`config.mk`:
```
export PLATFORM = sky130hd
export DESIGN_NAME = systolic_feed_sequencer
export DESIGN_NICKNAME = d
export VERILOG_FILES = /design/src/rtl/systolic_feed_sequencer.sv
export SDC_FILE = /design/constraint.sdc
export NUM_CORES = 1
export LEC_CHECK = 0
export ABC_CLOCK_PERIOD_IN_PS = 3500
export CELL_PAD_IN_SITES_DETAIL_PLACEMENT = 1
export CELL_PAD_IN_SITES_GLOBAL_PLACEMENT = 1
export CORE_AREA = 3 3 212 214
export DETAILED_ROUTE_END_ITERATION = 10
export DIE_AREA = 0 0 215 217
export PLACE_DENSITY = 0.74
export SYNTH_ARGS = -nofsm -noshare
export SYNTH_HDL_FRONTEND = slang
export SYNTH_SLANG_ARGS = --single-unit
export TNS_END_PERCENT = 30
```
`constraint.sdc`:
```
create_clock -name clk -period 3.5 [get_ports clk]
set_input_delay 1.05 -clock clk [delete_from_list [all_inputs] [get_ports clk]]
set_output_delay 1.05 -clock clk [all_outputs]
set_load 0.03 [all_outputs]
```
`src/rtl/systolic_feed_sequencer.sv`:
```
// Feeds an N x N output-stationary systolic array: clears it, copies A/B out of
// storage into local buffers, then streams them onto the array edges with diagonal skew.
module systolic_feed_sequencer #(
    parameter int N       = 4,
    parameter int A_WIDTH = 16,
    parameter int B_WIDTH = 8,
    parameter int AW      = $clog2(N*N)
) (
    input  logic                   clk,
    input  logic                   rst,
    input  logic                   start,
    output logic                   busy,
    output logic                   done,
    output logic                   array_clear,
    output logic                   a_rd_en,
    output logic [AW-1:0]          a_rd_addr,
    input  logic [A_WIDTH-1:0]     a_rd_data,
    output logic                   b_rd_en,
    output logic [AW-1:0]          b_rd_addr,
    input  logic [B_WIDTH-1:0]     b_rd_data,
    output logic [N*A_WIDTH-1:0]   a_row_out,
    output logic [N*B_WIDTH-1:0]   b_col_out,
    output logic                   feed_valid
);

    localparam int LOAD_LEN = N*N;
    localparam int FEED_LEN = 3*N-2;
    localparam int CW       = $clog2(N*N+1);

    typedef enum logic [2:0] {
        S_IDLE,
        S_CLEAR,
        S_LOAD,
        S_LOAD_WAIT,
        S_FEED,
        S_DRAIN,
        S_DONE
    } state_t;

    state_t             state_reg;
    logic [CW-1:0]      cnt_reg;
    logic               cap_valid_reg;
    logic [AW-1:0]      cap_idx_reg;

    logic [A_WIDTH-1:0] abuf [N*N];
    logic [B_WIDTH-1:0] bbuf [N*N];

    logic [CW-1:0]        feed_t;
    logic [N*A_WIDTH-1:0] a_skew;
    logic [N*B_WIDTH-1:0] b_skew;

    // Read data lags the strobe by one cycle, so the capture address is a
    // delayed copy of the read address we issued.
    always_ff @(posedge clk) begin
        if (cap_valid_reg) begin
            abuf[cap_idx_reg] <= a_rd_data;
            bbuf[cap_idx_reg] <= b_rd_data;
        end
    end

    // Step index of the FEED cycle whose edge values are being registered now.
    always_comb begin
        feed_t = '0;
        if (state_reg == S_FEED)
            feed_t = cnt_reg + CW'(1);
    end

    generate
        for (genvar gi = 0; gi < N; gi++) begin : g_edge
            logic [CW-1:0] off;
            logic          hit;
            logic [AW-1:0] a_idx;
            logic [AW-1:0] b_idx;

            assign off   = feed_t - CW'(gi);
            assign hit   = (feed_t >= CW'(gi)) && (off < CW'(N));
            assign a_idx = AW'(gi*N) + AW'(off);
            assign b_idx = AW'(off * CW'(N)) + AW'(gi);

            assign a_skew[gi*A_WIDTH +: A_WIDTH] = hit ? abuf[a_idx] : '0;
            assign b_skew[gi*B_WIDTH +: B_WIDTH] = hit ? bbuf[b_idx] : '0;
        end
    endgenerate

    always_ff @(posedge clk) begin
        if (rst) begin
            state_reg     <= S_IDLE;
            cnt_reg       <= '0;
            cap_valid_reg <= 1'b0;
            cap_idx_reg   <= '0;
            busy          <= 1'b0;
            done          <= 1'b0;
            array_clear   <= 1'b0;
            a_rd_en       <= 1'b0;
            b_rd_en       <= 1'b0;
            a_rd_addr     <= '0;
            b_rd_addr     <= '0;
            a_row_out     <= '0;
            b_col_out     <= '0;
            feed_valid    <= 1'b0;
        end else begin
            cap_valid_reg <= a_rd_en;
            cap_idx_reg   <= a_rd_addr;
            case (state_reg)
                S_IDLE: begin
                    if (start) begin
                        state_reg   <= S_CLEAR;
                        busy        <= 1'b1;
                        array_clear <= 1'b1;
                    end
                end
                S_CLEAR: begin
                    state_reg   <= S_LOAD;
                    array_clear <= 1'b0;
                    a_rd_en     <= 1'b1;
                    b_rd_en     <= 1'b1;
                    a_rd_addr   <= '0;
                    b_rd_addr   <= '0;
                    cnt_reg     <= '0;
                end
                S_LOAD: begin
                    if (cnt_reg == CW'(LOAD_LEN-1)) begin
                        state_reg <= S_LOAD_WAIT;
                        a_rd_en   <= 1'b0;
                        b_rd_en   <= 1'b0;
                        a_rd_addr <= '0;
                        b_rd_addr <= '0;
                        cnt_reg   <= '0;
                    end else begin
                        cnt_reg   <= cnt_reg + CW'(1);
                        a_rd_addr <= AW'(cnt_reg + CW'(1));
                        b_rd_addr <= AW'(cnt_reg + CW'(1));
                    end
                end
                S_LOAD_WAIT: begin
                    // Step 0 only touches element 0, which was captured long ago.
                    state_reg  <= S_FEED;
                    feed_valid <= 1'b1;
                    a_row_out  <= a_skew;
                    b_col_out  <= b_skew;
                    cnt_reg    <= '0;
                end
                S_FEED: begin
                    if (cnt_reg == CW'(FEED_LEN-1)) begin
                        state_reg  <= S_DRAIN;
                        feed_valid <= 1'b0;
                        a_row_out  <= '0;
                        b_col_out  <= '0;
                        cnt_reg    <= '0;
                    end else begin
                        cnt_reg    <= cnt_reg + CW'(1);
                        a_row_out  <= a_skew;
                        b_col_out  <= b_skew;
                    end
                end
                S_DRAIN: begin
                    if (cnt_reg == CW'(N-1)) begin
                        state_reg <= S_DONE;
                        done      <= 1'b1;
                        cnt_reg   <= '0;
                    end else begin
                        cnt_reg   <= cnt_reg + CW'(1);
                    end
                end
                S_DONE: begin
                    state_reg <= S_IDLE;
                    done      <= 1'b0;
                    busy      <= 1'b0;
                end
                default: begin
                    state_reg <= S_IDLE;
                end
            endcase
        end
    end

endmodule

```
# Yosys cells after proc, flatten, opt, wreduce, memory -nomap -nowiden
# Memories as Yosys holds them, arrays and structs flattened.
# Index checks and enable logic that the tools add are counted.
# totals
register_bits,118
latchBits,0
ram_bits,384
rom_bits,0
in_bits,27
out_inout_bits,110
mem_count,2
# mem_list
name,words,width,read_ports,rd_ports_with_merged_regs,wr,line,source
abuf,16,16,4,0,1,45,logic [A_WIDTH-1:0] abuf [N*N];
bbuf,16,8,4,0,1,46,logic [B_WIDTH-1:0] bbuf [N*N];
# classes
add_sub_neg,10
multipliers,0
div,0
magnitude_cmp,8
eq_ne,13
shift,0
mux,35
bitwise,0
reduce_logical,18
# ops
operator,n
case mux 64 bit (2 select lines),1
2-to-1 mux 16 bit,4
2-to-1 mux 64 bit,1
case mux 32 bit (2 select lines),1
2-to-1 mux 32 bit,1
2-to-1 mux 8 bit,4
less-than comparator 5 x 3 -> 1 bit (second input constant),4
2-to-1 mux 5 bit,4
case mux 5 bit (4 select lines),1
case mux 3 bit (6 select lines),1
2-to-1 mux 3 bit,4
== test 5 x 4 -> 1 bit (second input constant),2
>= comparator 5 x 1 -> 1 bit (second input constant),2
>= comparator 5 x 2 -> 1 bit (second input constant),2
case mux 1 bit (2 select lines),5
AND reduction 2 bit,5
nonzero test 2 bit,5
subtractor 5 x 2 -> 5 bit (second input constant),2
== test 3 bit (second input constant),3
adder 4 x 2 -> 4 bit (second input constant),2
adder 4 bit (first input constant),2
case mux 4 bit (2 select lines),1
== test 3 x 2 -> 1 bit (second input constant),2
2-to-1 mux 1 bit,6
14 further kinds,19

# Longest topological paths before layout
# Gate-level depths: netlist of the first run.
# logic_depth
depth_word,8
ltp_mapped,15
ltp_nobuf,11

# Least setup slack after synthesis of the first run
# Ideal clock, no wire load.
# synth_timing
path_kind,reg2reg
startpoint,register state_reg[2]
endpoint,register a_row_out[57]
setup_ps,128
t_arrival_ps,3684
slack_ps,-311
path_stages_with_launch,15
path_buffers,7
cell_sequence,dfxtp_1 buf_4 or3b_1 buf_2 clkbuf_1 nor2_1 inv_1 clkbuf_1 ha_1 clkbuf_1 clkbuf_1 clkbuf_1 mux4_2 a22oi_2 nor2_2
# synth_between
elab_chain_cells,8
# synth_lines
item,line,source
"start, declared",40,state_t state_reg;
"start signal, assigned",87,state_reg <= S_IDLE;
"start signal, assigned",107,state_reg <= S_CLEAR;
"start signal, assigned",113,state_reg <= S_LOAD;
== test 3 bit,"64, 104",
2-to-1 mux 5 bit,64,if (state_reg == S_FEED)
subtractor 5 x 2 -> 5 bit,75,assign off = feed_t - CW'(gi);
adder 4 bit / less-than comparator 5 x 3 -> 1 bit (equally long branches),"77, 76",
memory (16 x 16 bit) / logical AND 1 bit (equally long branches),-,
2-to-1 mux 16 bit,80,assign a_skew[gi*A_WIDTH +: A_WIDTH] = hit ? abuf[a_idx] : '0;
2-to-1 mux 64 bit,144,if (cnt_reg == CW'(FEED_LEN-1)) begin
case mux 64 bit (2 select lines),104,case (state_reg)
"end signal, assigned",139,a_row_out <= a_skew;
"end signal, assigned",152,a_row_out <= a_skew;
"end, declared",21,"output logic [N*A_WIDTH-1:0] a_row_out,"
# Several ways; a longest one is shown, not always the timed one.
# A chain may end at the register's enable or synchronous reset.

# Final worst setup path of the first run
# layout_timing
startpoint,register cnt_reg[1]
endpoint,register a_row_out[21]
# layout_between
elab_chain_cells,8
# layout_lines
item,line,source
"start, declared",41,logic [CW-1:0] cnt_reg;
"start signal, assigned",130,cnt_reg <= cnt_reg + CW'(1);
"start signal, assigned",151,cnt_reg <= cnt_reg + CW'(1);
"start signal, assigned",162,cnt_reg <= cnt_reg + CW'(1);
adder 5 x 1 -> 5 bit,65,feed_t = cnt_reg + CW'(1);
2-to-1 mux 5 bit,64,
subtractor 5 x 1 -> 5 bit,75,
adder 3 x 4 -> 4 bit / less-than comparator 5 x 3 -> 1 bit (equally long branches),"77, 76",
memory (16 x 16 bit) / logical AND 1 bit (equally long branches),-,
2-to-1 mux 16 bit,80,
2-to-1 mux 64 bit,144,
case mux 64 bit (2 select lines) *,104,
# Mark *: on every way between the ends. The rest lies on a longest branch, timed or not.

==> flow_metrics.py, run 1 <==
metrics = {
    "status": {
        "status": "finished, final reports clean",
    },
    "synth": {
        "syn_inst": 1273,
        "ys_async_sr_fraction_pct": 0,
        "yosysUniqueCellTypes": 59,
        "yosys_most_used_dff": "edfxtp_1",
        "synth_edf_count": 384,
        "synth.yosys.seq_area_share_pct": 73.08,
        "synth_most_common_cell": "edfxtp_1",
        "syn_avg_cell_area_um2": 14.93,
        "netlist.top_cell.by_area": "edfxtp_1",
        "mappedNetlistNets": 1307,
        "yosys.area.top_type_share_pct": 60.66,
        "yosysWarningCount": 0,
        "netlist_top_cells_area": "edfxtp_1 (61%), dfxtp_1 (12%), mux2i_1 (4.2%)",
        "ys_top_cells_by_count": "edfxtp_1 (384), nand2_1 (159), dfxtp_1 (118)",
        "mappedNetlistArea_mm2": 0.01901,
        "synth_seq_cells": 502,
    },
    "cts": {
        "holdBufCountCts": 0,
        "cts_resized": 0,
        "htree_num_levels": 2,
        "cts_made_buffers": 50,
        "post-cts-setup-buffer-count": 0,
        "tritoncts_clock_tree": "done",
        "ctsRootBufferMaster": "clkbuf_16",
        "clk_pin_slew_ns": 0.06,
        "clock_path_buffers": 3,
        "cts.sink_count": 502,
        "worst_skew_pair.late_latency_ns": 0.60,
    },
    "sta": {
        "period_minus_slack_ns": 2.954,
        "unrepaired_setup_endpoints_after_global_routing": "false",
        "fin_crit_sh_pct": 84.39,
        "worst_pin_slew_ns": 0.9583,
        "max-slew-margin-rel_pct": 35.91,
        "slew_violations": 0,
        "layout_setup_ws_ns": 0.5465,
        "max_freq_ghz": 0.3386,
        "setup_viol_count_final": 0,
        "clock_skew_ns": 0.02593,
        "final_hold_violation_count": 0,
        "setup_total_negative_slack_ns": 0,
    },
    "min_path": {
        "hold_path_class": "flop to flop",
    },
    "worst_setup_path": {
        "critPathArrivalTime_ns": 3.48,
        "critical_path.endpoint_type": "flop",
        "worst_ep_required_time_ns": 4.02,
        "setup.worst_path.class": "flop to flop",
        "critical_path_peak_fanout": 23,
        "element_type_at_the_critical_path_start": "flop",
    },
    "global_routing": {
        "number_of_antenna_violations_at_the_first_check_in_global_routing": 1,
        "grt_overflow": 0,
        "global_route_usage_over_all_layers_pct": 21.98,
        "number_of_global_route_vias_before_repair": 12320,
        "grt_first_pass_wirelength_um": 77490,
        "grt_max_degree": 66,
    },
    "job": {
        "maxCapViolations": 0,
    },
    "finish": {
        "area_growth_pct": 20.63,
        "largestRegisters": "abuf (256), bbuf (128), a_row_out (64)",
        "utilization_pct": 53.24,
        "num_antenna_cells": 0,
        "flip_flop_count_of_the_largest_register_all_copies_and_words_added": 256,
        "share_of_layout_cells_above_drive_strength_1_pct": 14.75,
        "num-nets-final": 1456,
        "finalNonFillerCells": 2049,
        "largest_register": "abuf",
    },
    "placement": {
        "detailedPlace.worstSlack_ns": 0.6023,
        "dp.final_hpwl_um": 30090,
        "place_inst": 1955,
        "gpl.final_weighted_congestion": 0.8344,
        "port_buffers": 136,
    },
    "floorplanning": {
        "die_h_um": 217,
        "std_cell_rows": 76,
        "start_util_pct": 44.13,
        "floorplan.die_area_mm2": 0.04666,
        "ios": 137,
        "die_width_um": 215,
        "design.core.area_mm2": 0.04308,
    },
    "detailed_routing": {
        "final_antenna_net_count": 0,
        "route.vias.total": 11680,
        "drt_drc_violations_left": 0,
        "pre_antenna_drt_iters": 5,
        "wl_per_cell_um": 25.08,
        "drt_first_iter_violations": 1030,
        "route.final.wire_length_um": 51390,
        "vias_per_cell": 5.700,
    },
    "power_and_ir_drop": {
        "power_leakage_nw": 7.817,
        "pwr_density_cell_mw_per_mm2": 556.5,
        "worst_ir_drop_vdd_uv": 313.0,
        "report.power.total_w": 0.01276,
    },
}
path summary, 6_finish.rpt:
check / startpoint / to / slack, ns / cells past startpoint
min reg2reg: b_col_out[1] / b_col_out[1] / 0.47 / 1
min: b_col_out[1] / b_col_out[1] / 0.47 / 1
max reg2reg: cnt_reg[1] / a_row_out[21] / 0.55 / 11
max: cnt_reg[1] / a_row_out[21] / 0.55 / 11
metrics by stage:
| stage | hold slack (ns) | instance area [µm²] |
|---|---|---|
| floorplan | 0.5366 | 19010 |
| global placement | 0.4563 | 21170 |
| detailed placement | 0.4576 | 21170 |
| CTS | 0.4732 | 22930 |
| global route | 0.4863 | 22930 |
| finish | 0.4687 | 22930 |
power by group:
group	switching (W)	internal (W)	leakage (nW)
Clock	0.00228	0.00340	0.862
Combinational	0.000417	0.000204	2.55
Sequential	0.0000238	0.00644	4.40
Total	0.00272	0.0100	7.82
critical path: stages, from the launching register on:
cell and delay, ns:
dfxtp_1 0.44, inv_1 0.11, ha_4 0.46, nor2_2 0.08, inv_1 0.13, ha_1 0.17, nand2b_1 0.09, a2111oi_0 0.46
o211ai_1 0.17, a31oi_2 0.17, buf_4 0.35, a32o_1 0.23
cell usage in the layout, fill, tap and decap left out, types with 3 or more instances in the layout:
cell | netlist | layout
edfxtp_1 | 384 | 384
nand2_1 | 159 | 159
clkdlybuf4s50_1 | 0 | 135
dfxtp_1 | 118 | 117
mux2i_1 | 80 | 80
nor2_1 | 89 | 76
clkbuf_16 | 0 | 51
buf_4 | 6 | 47
a32o_1 | 39 | 39
nand3_1 | 36 | 36
a21oi_1 | 36 | 36
o21ai_0 | 30 | 30
mux4_2 | 24 | 24
a32oi_1 | 24 | 24
nor2b_1 | 23 | 23
a22oi_2 | 20 | 20
nor3_1 | 22 | 18
nor2_2 | 8 | 17
clkbuf_1 | 53 | 10
inv_1 | 9 | 9
clkbuf_8 | 0 | 9
clkinv_2 | 0 | 9
a221o_1 | 8 | 8
a22o_1 | 8 | 8
bufinv_16 | 0 | 7
nand2b_1 | 6 | 6
ha_1 | 7 | 6
nor2_4 | 1 | 5
nand3b_1 | 5 | 5
nor3_2 | 0 | 4
a31oi_1 | 4 | 4
a211oi_1 | 4 | 4
a22oi_1 | 4 | 4
or3_1 | 3 | 3
xnor2_1 | 3 | 3
clkinvlp_4 | 0 | 3
cells by family after synthesis:
| logic type | count (synthesis) | share of synthesized area, % |
|---|---|---|
| AND/OR/NAND/NOR | 367 | 8.694 |
| adder cells (fa/ha/maj) | 7 | 0.4607 |
| multiplexers | 104 | 7.055 |
| AO/OA/AOI/OAI | 191 | 8.227 |
| flip-flops | 502 | 73.08 |
| buffers and inverters | 97 | 2.251 |
| XOR/XNOR | 5 | 0.2304 |
cell type report:
| class | count | area (µm²) |
|---|---|---|
| Multi-Input combinational cell | 674 | 4777 |
| Clock inverter | 24 | 322.8 |
| Tap cell | 585 | 732.0 |
| Sequential cell | 502 | 13890 |
| Clock buffer | 70 | 1438 |
| Timing Repair Buffer | 184 | 1729 |
| Inverter | 10 | 40.04 |
| Fill cell | 4101 | 20140 |
routing by layer:
| layer | vias up | routed length, µm | GRT usage [%] |
|---|---|---|---|
| li1 | 5118 | - | - |
| met1 | 6078 | 21830 | 29.72 |
| met4 | 0 | 1345 | 6.808 |
| met5 | - | 0 | 0 |
| met2 | 393 | 25290 | 37.35 |
| met3 | 91 | 2919 | 2.974 |
(Power assumes the default switching activity.)
==> inputs of run 2 (changes only) <==
--- a/config.mk
+++ b/config.mk
@@ -5,7 +5,7 @@
 export SDC_FILE = /design/constraint.sdc
 export NUM_CORES = 1
 export LEC_CHECK = 0
-export ABC_CLOCK_PERIOD_IN_PS = 3500
+export ABC_CLOCK_PERIOD_IN_PS = 2430
 export CELL_PAD_IN_SITES_DETAIL_PLACEMENT = 1
 export CELL_PAD_IN_SITES_GLOBAL_PLACEMENT = 1
 export CORE_AREA = 3 3 212 214
==> constraint.sdc (replaced) <==
create_clock -name clk -period 2.43 [get_ports clk]
set_input_delay 0.729 -clock clk [delete_from_list [all_inputs] [get_ports clk]]
set_output_delay 0.729 -clock clk [all_outputs]
set_load 0.03 [all_outputs]
==> run 2 against run 1 <==
Net effect: the run now ends with negative setup slack left; first-iteration DRC count is 1.7% higher; wire length up 3.1%; clock-buffer cell count decreased by 5; critical path depth unchanged.
==> flow_metrics.py, run 2 (synthesized netlist as in run 1, its figures left out) <==
metrics = {
    "placement": {
        "dp.final_hpwl_um": 31140,
        "dpl-instance-area_mm2": 0.02156,
        "gpl.final_weighted_congestion": 0.8405,
        "port_buffers": 136,
    },
    "finish": {
        "area_growth_pct": 23.27,
        "flip_flop_count_of_the_largest_register_all_copies_and_words_added": 256,
        "share_of_layout_cells_above_drive_strength_1_pct": 18.25,
        "area_taken_by_multi_input_logic_gates_mm2": 0.004871,
        "utilization_pct": 54.40,
        "final_cell_area_mm2": 0.02343,
        "mostFrequentLayoutCell": "edfxtp_1",
        "fill_cells": 4098,
        "largest_register": "abuf",
        "mostFrequentLayoutCells": "edfxtp_1 (384), nand2_1 (158), clkdlybuf4s50_1 (115), dfxtp_1 (113), buf_4 (82)",
        "num-nets-final": 1506,
        "seq_area_mm2": 0.01390,
        "largestRegisters": "abuf (256), bbuf (128), a_row_out (64)",
    },
    "floorplanning": {
        "floorplan.die_area_mm2": 0.04666,
        "ios": 137,
        "start_util_pct": 44.13,
        "design.core.area_mm2": 0.04308,
        "die_h_um": 217,
        "std_cell_rows": 76,
        "die_width_um": 215,
    },
    "cts": {
        "htree_num_levels": 2,
        "tritoncts_clock_tree": "done",
        "cts.sink_count": 502,
        "clk_pin_slew_ns": 0.06,
        "clock_path_buffers": 3,
        "cts_made_buffers": 51,
        "ctsRootBufferMaster": "clkbuf_16",
        "worst_skew_pair.late_latency_ns": 0.58,
    },
    "detailed_routing": {
        "route.vias.total": 11890,
        "vias_per_cell": 5.666,
        "route.final.wire_length_um": 52990,
        "wl_per_cell_um": 25.26,
        "drt_first_iter_violations": 1048,
        "final_antenna_net_count": 0,
        "drt_drc_violations_left": 0,
        "pre_antenna_drt_iters": 5,
    },
    "global_routing": {
        "grt_overflow": 0,
        "number_of_antenna_violations_at_the_first_check_in_global_routing": 1,
        "global_route_usage_over_all_layers_pct": 22.33,
        "grt_max_degree": 73,
        "number_of_global_route_vias_before_repair": 12680,
        "grt_first_pass_wirelength_um": 79230,
    },
    "job": {
        "maxCapViolations": 0,
    },
    "status": {
        "status": "finished, violations left",
        "violations_in_the_final_reports": "negative setup slack",
    },
    "worst_setup_path": {
        "element_type_at_the_critical_path_start": "flop",
        "setup.worst_path.class": "flop to flop",
        "worst_path_max_delay_cell": "or3b_4",
        "critPathArrivalTime_ns": 3.07,
        "crit_chain": "or3b_4 > nor2_4 > inv_4 > ha_4 > nand4b_1 > mux2i_1 > o211ai_1 > a31oi_4 > buf_12 > buf_8 > a32o_1",
        "slowest_delay_ns": 0.46,
        "critical_path_peak_fanout": 6,
        "critical_path.endpoint_type": "flop",
        "worst_ep_required_time_ns": 2.93,
    },
    "min_path": {
        "hold_path_class": "flop to flop",
    },
    "sta": {
        "fin_crit_sh_pct": 105.6,
        "max_freq_ghz": 0.3897,
        "max-slew-margin-rel_pct": 44.58,
        "slew_violations": 0,
        "clock_skew_ns": 0.02275,
        "layout_setup_ws_ns": -0.1359,
        "final_hold_violation_count": 0,
        "setup_viol_count_final": 32,
        "worst_pin_slew_ns": 0.8313,
        "period_minus_slack_ns": 2.566,
        "unrepaired_setup_endpoints_after_global_routing": "true",
    },
    "power_and_ir_drop": {
        "power_leakage_nw": 8.263,
        "pwr_density_cell_mw_per_mm2": 762.2,
        "worst_ir_drop_vdd_uv": 547.4,
    },
}
-- run 2: changes by cell type in the layout (fill, tap and decap cells not counted), sizes merged, moves of 4 or more --
| cell | delta |
|---|---|
| clkdlybuf4s50 | -20 |
| dlygate4sd2 | +11 |
| buf | +47 |
| dlymetal6s2s | +9 |
| clkinv | +11 |
| bufinv | -4 |
-- run 2: area by class of cell --
class | instances | share of cell area [%]
clock buffers | 65 | 5.927
clock inverters | 28 | 0.9664
multi-input cells | 674 | 20.79
flip-flops and latches | 502 | 59.31
well taps | 585 | 3.124
diodes | 1 | 0.01068
inverters | 10 | 0.1815
repair buffers | 233 | 9.691
-- run 2: per-stage QoR --
stage | cells | setup TNS [ns] | worst slack (ns) | hold slack [ns] | total power, W
floorplan | 1273 | -27.21 | -0.3460 | 0.5366 | 0.009986
CTS | 2092 | 0 | 0.002568 | 0.4799 | 0.01796
global route | 2097 | -5.984 | -0.2312 | 0.4907 | 0.01844
global placement | 1993 | 0 | 0.03246 | 0.4551 | 0.01039
detailed placement | 1993 | -1.293 | -0.07598 | 0.4658 | 0.01042
finish | 2098 | -2.482 | -0.1359 | 0.4713 | 0.01786
-- run 2: what timing repair did --
item                       in CTS  in global routing
gates resized for setup        23                 27
hold buffers                    0                  0
setup endpoints to repair      41                 52
pin swaps                       5                 17
gates cloned                    1                  2
buffers inserted                5                  5
-- run 2: routing by layer --
| metal | wire length [µm] | track usage [%] | vias to the layer above | part of all wire, % |
|---|---|---|---|---|
| li1 | - | - | 5212 | - |
| met1 | 22270 | 29.92 | 6188 | 42 |
| met2 | 26290 | 38.29 | 403 | 50 |
| met3 | 2860 | 2.793 | 85 | 5.4 |
| met4 | 1573 | 7.138 | 0 | 3.0 |
| met5 | 0 | 0 | - | 0 |
-- run 2: worst max-delay path, delay by kind of cell, from the launching register on --
kind | cells | cell delay [ns]
and+or+nand+nor | 3 | 0.83
AOI/OAI and AO/OA | 3 | 0.58
muxes | 1 | 0.20
DFF | 1 | 0.32
adders and majority gates | 1 | 0.17
buffers and inverters | 3 | 0.36
-- run 2: path summary, 6_finish.rpt --
kind           startpoint             to  slack [ns]  cells past startpoint
max          state_reg[0]  a_row_out[26]       -0.14                     11
min          a_row_out[9]   a_row_out[9]        0.47                      1
max reg2reg  state_reg[0]  a_row_out[26]       -0.14                     11
min reg2reg  a_row_out[9]   a_row_out[9]        0.47                      1
-- run 2: report_power, final --
part           internal [W]  leakage, nW  switching (W)  total [W]
clock               0.00435        0.794        0.00325    0.00760
sequential          0.00927         4.41      0.0000349    0.00930
combinational      0.000335         3.06       0.000620   0.000956
total                0.0140         8.26        0.00390     0.0179
==> inputs of run 3 (changes only) <==
--- a/config.mk
+++ b/config.mk
@@ -12,6 +12,7 @@
 export DETAILED_ROUTE_END_ITERATION = 10
 export DIE_AREA = 0 0 215 217
 export PLACE_DENSITY = 0.74
+export SETUP_SLACK_MARGIN = 0.5
 export SYNTH_ARGS = -nofsm -noshare
 export SYNTH_HDL_FRONTEND = slang
 export SYNTH_SLANG_ARGS = --single-unit
==> run 3 against run 2 <==
Net effect: the run still ends with negative setup slack left; critical path type unchanged; non-clock buffer count is 19 higher; fmax is 0.13% lower; global-route usage is 0.46 points higher; utilization hardly changed; clock skew is 0.0061 ns lower; combinational power is 2.2% higher; largest cell class unchanged; power is 1.0% lower; via count is 2.5% higher; wire length is 5.9% higher.
==> flow_metrics.py, run 3 (synthesized netlist as in run 1, its figures left out) <==
metrics = {
    "status": {
        "status": "finished, violations left",
        "violations_in_the_final_reports": "negative setup slack",
    },
    "floorplanning": {
        "ios": 137,
        "die_width_um": 215,
        "std_cell_rows": 76,
        "floorplan.die_area_mm2": 0.04666,
        "design.core.area_mm2": 0.04308,
        "die_h_um": 217,
        "start_util_pct": 44.13,
    },
    "sta": {
        "setup_viol_count_final": 27,
        "layout_setup_ws_ns": -0.1392,
        "fin_crit_sh_pct": 105.7,
        "worst_hold_slack_ns": 0.4637,
        "slew_violations": 0,
        "clock_skew_ns": 0.01666,
        "final_hold_violation_count": 0,
        "worst_pin_slew_ns": 0.8488,
        "unrepaired_setup_endpoints_after_global_routing": "true",
        "max_freq_ghz": 0.3892,
        "setup_total_negative_slack_ns": -2.573,
        "period_minus_slack_ns": 2.569,
        "max-slew-margin-rel_pct": 43.42,
    },
    "detailed_routing": {
        "drt_drc_violations_left": 0,
        "final_antenna_net_count": 0,
        "pre_antenna_drt_iters": 5,
        "wl_per_cell_um": 26.49,
        "drt_first_iter_violations": 1352,
        "vias_per_cell": 5.751,
        "route.vias.total": 12180,
        "route.final.wire_length_um": 56120,
    },
    "cts": {
        "htree_num_levels": 2,
        "holdBufCountCts": 0,
        "cts.sink_count": 502,
        "worst_skew_pair.late_latency_ns": 0.60,
        "ctsRootBufferMaster": "clkbuf_16",
        "clk_pin_slew_ns": 0.07,
        "clock_path_buffers": 3,
        "cts_made_buffers": 50,
        "tritoncts_clock_tree": "done",
    },
    "power_and_ir_drop": {
        "power_leakage_nw": 8.395,
        "worst_ir_drop_vdd_uv": 472.3,
        "pwr_density_cell_mw_per_mm2": 754.7,
    },
    "worst_setup_path": {
        "critical_path.endpoint_type": "flop",
        "worst_ep_required_time_ns": 2.96,
        "element_type_at_the_critical_path_start": "flop",
        "setup.worst_path.class": "flop to flop",
        "critical_path_peak_fanout": 12,
        "critPathArrivalTime_ns": 3.10,
        "worst_reg2reg_path_depth": 11,
    },
    "global_routing": {
        "grt_first_pass_wirelength_um": 79850,
        "global_route_usage_over_all_layers_pct": 22.79,
        "number_of_global_route_vias_before_repair": 12660,
        "grt_overflow": 0,
        "number_of_antenna_violations_at_the_first_check_in_global_routing": 1,
        "grt_max_degree": 66,
    },
    "min_path": {
        "hold_depth": 2,
        "hold_path_class": "input pin to flop",
    },
    "finish": {
        "area_growth_pct": 23.25,
        "mostFrequentLayoutCells": "edfxtp_1 (384), nand2_1 (158), buf_4 (133), dfxtp_1 (83), mux2i_1 (80)",
        "mostFrequentLayoutCell": "edfxtp_1",
        "flip_flop_count_of_the_largest_register_all_copies_and_words_added": 256,
        "share_of_layout_cells_above_drive_strength_1_pct": 28.46,
        "num-nets-final": 1524,
        "largest_register": "abuf",
        "largestRegisters": "abuf (256), bbuf (128), a_row_out (64)",
        "final_cell_area_mm2": 0.02343,
    },
    "placement": {
        "dp.final_hpwl_um": 31250,
        "gpl.final_weighted_congestion": 0.7875,
        "dpl-instance-area_mm2": 0.02161,
        "port_buffers": 136,
    },
    "job": {
        "maxCapViolations": 0,
    },
}
==> run 3: repair_timing <==
item,in CTS,in global routing
setup buffers,10,11
pin swaps,17,8
setup endpoints to repair,210,342
gates resized for setup,252,294
cloned,2,5
==> run 3: area by class of cell <==
type,count,area (µm²)
Antenna cell,1,2.502
Clock buffer,72,1395
Clock inverter,22,156.4
Fill cell,4113,19650
Inverter,10,47.55
Multi-Input combinational cell,674,4952
Sequential cell,502,13940
Tap cell,585,732.0
Timing Repair Buffer,252,2202
==> run 3: routing by layer <==
layer  track usage, %  wire length (µm)
met1            29.50             23100
met2            40.01             28300
met3            3.519              3493
met4            6.742              1224
met5                0                 0
==> run 3: worst max-delay path, cell delays in order (launching register included) <==
cell      delay, ns
dfxtp_2        0.34
or3b_4         0.45
nor2_4         0.15
inv_4          0.07
ha_4           0.18
nand4b_1       0.17
mux2i_1        0.18
o211ai_1       0.23
a31oi_4        0.27
buf_6          0.14
buf_12         0.14
a32o_2         0.18
==> run 3: stage by stage <==
step | cells | power [W] | setup WS [ns] | util (%)
after floorplan | 1273 | 0.009986 | -0.3421 | -
after CTS | 2101 | 0.01774 | 0.02268 | 54.27
after global routing | 2117 | 0.01820 | -0.2046 | 54.39
after global placement | 1995 | 0.01040 | -0.002757 | 50.17
final | 2118 | 0.01768 | -0.1392 | 54.39
after detailed placement | 1995 | 0.01043 | -0.1754 | 50.17
==> run 3: final timing paths <==
kind                     start       endpoint  slack, ns
hold reg to reg   a_row_out[5]   a_row_out[5]       0.47
setup / recovery  state_reg[2]  a_row_out[26]      -0.14
setup reg to reg  state_reg[2]  a_row_out[26]      -0.14
hold / removal             rst   state_reg[1]       0.46
==> run 3: report_power, final <==
group	switching (W)	internal (W)	total, W
combinational	0.000638	0.000339	0.000977
clock	0.00327	0.00412	0.00740
sequential	0.0000391	0.00927	0.00931
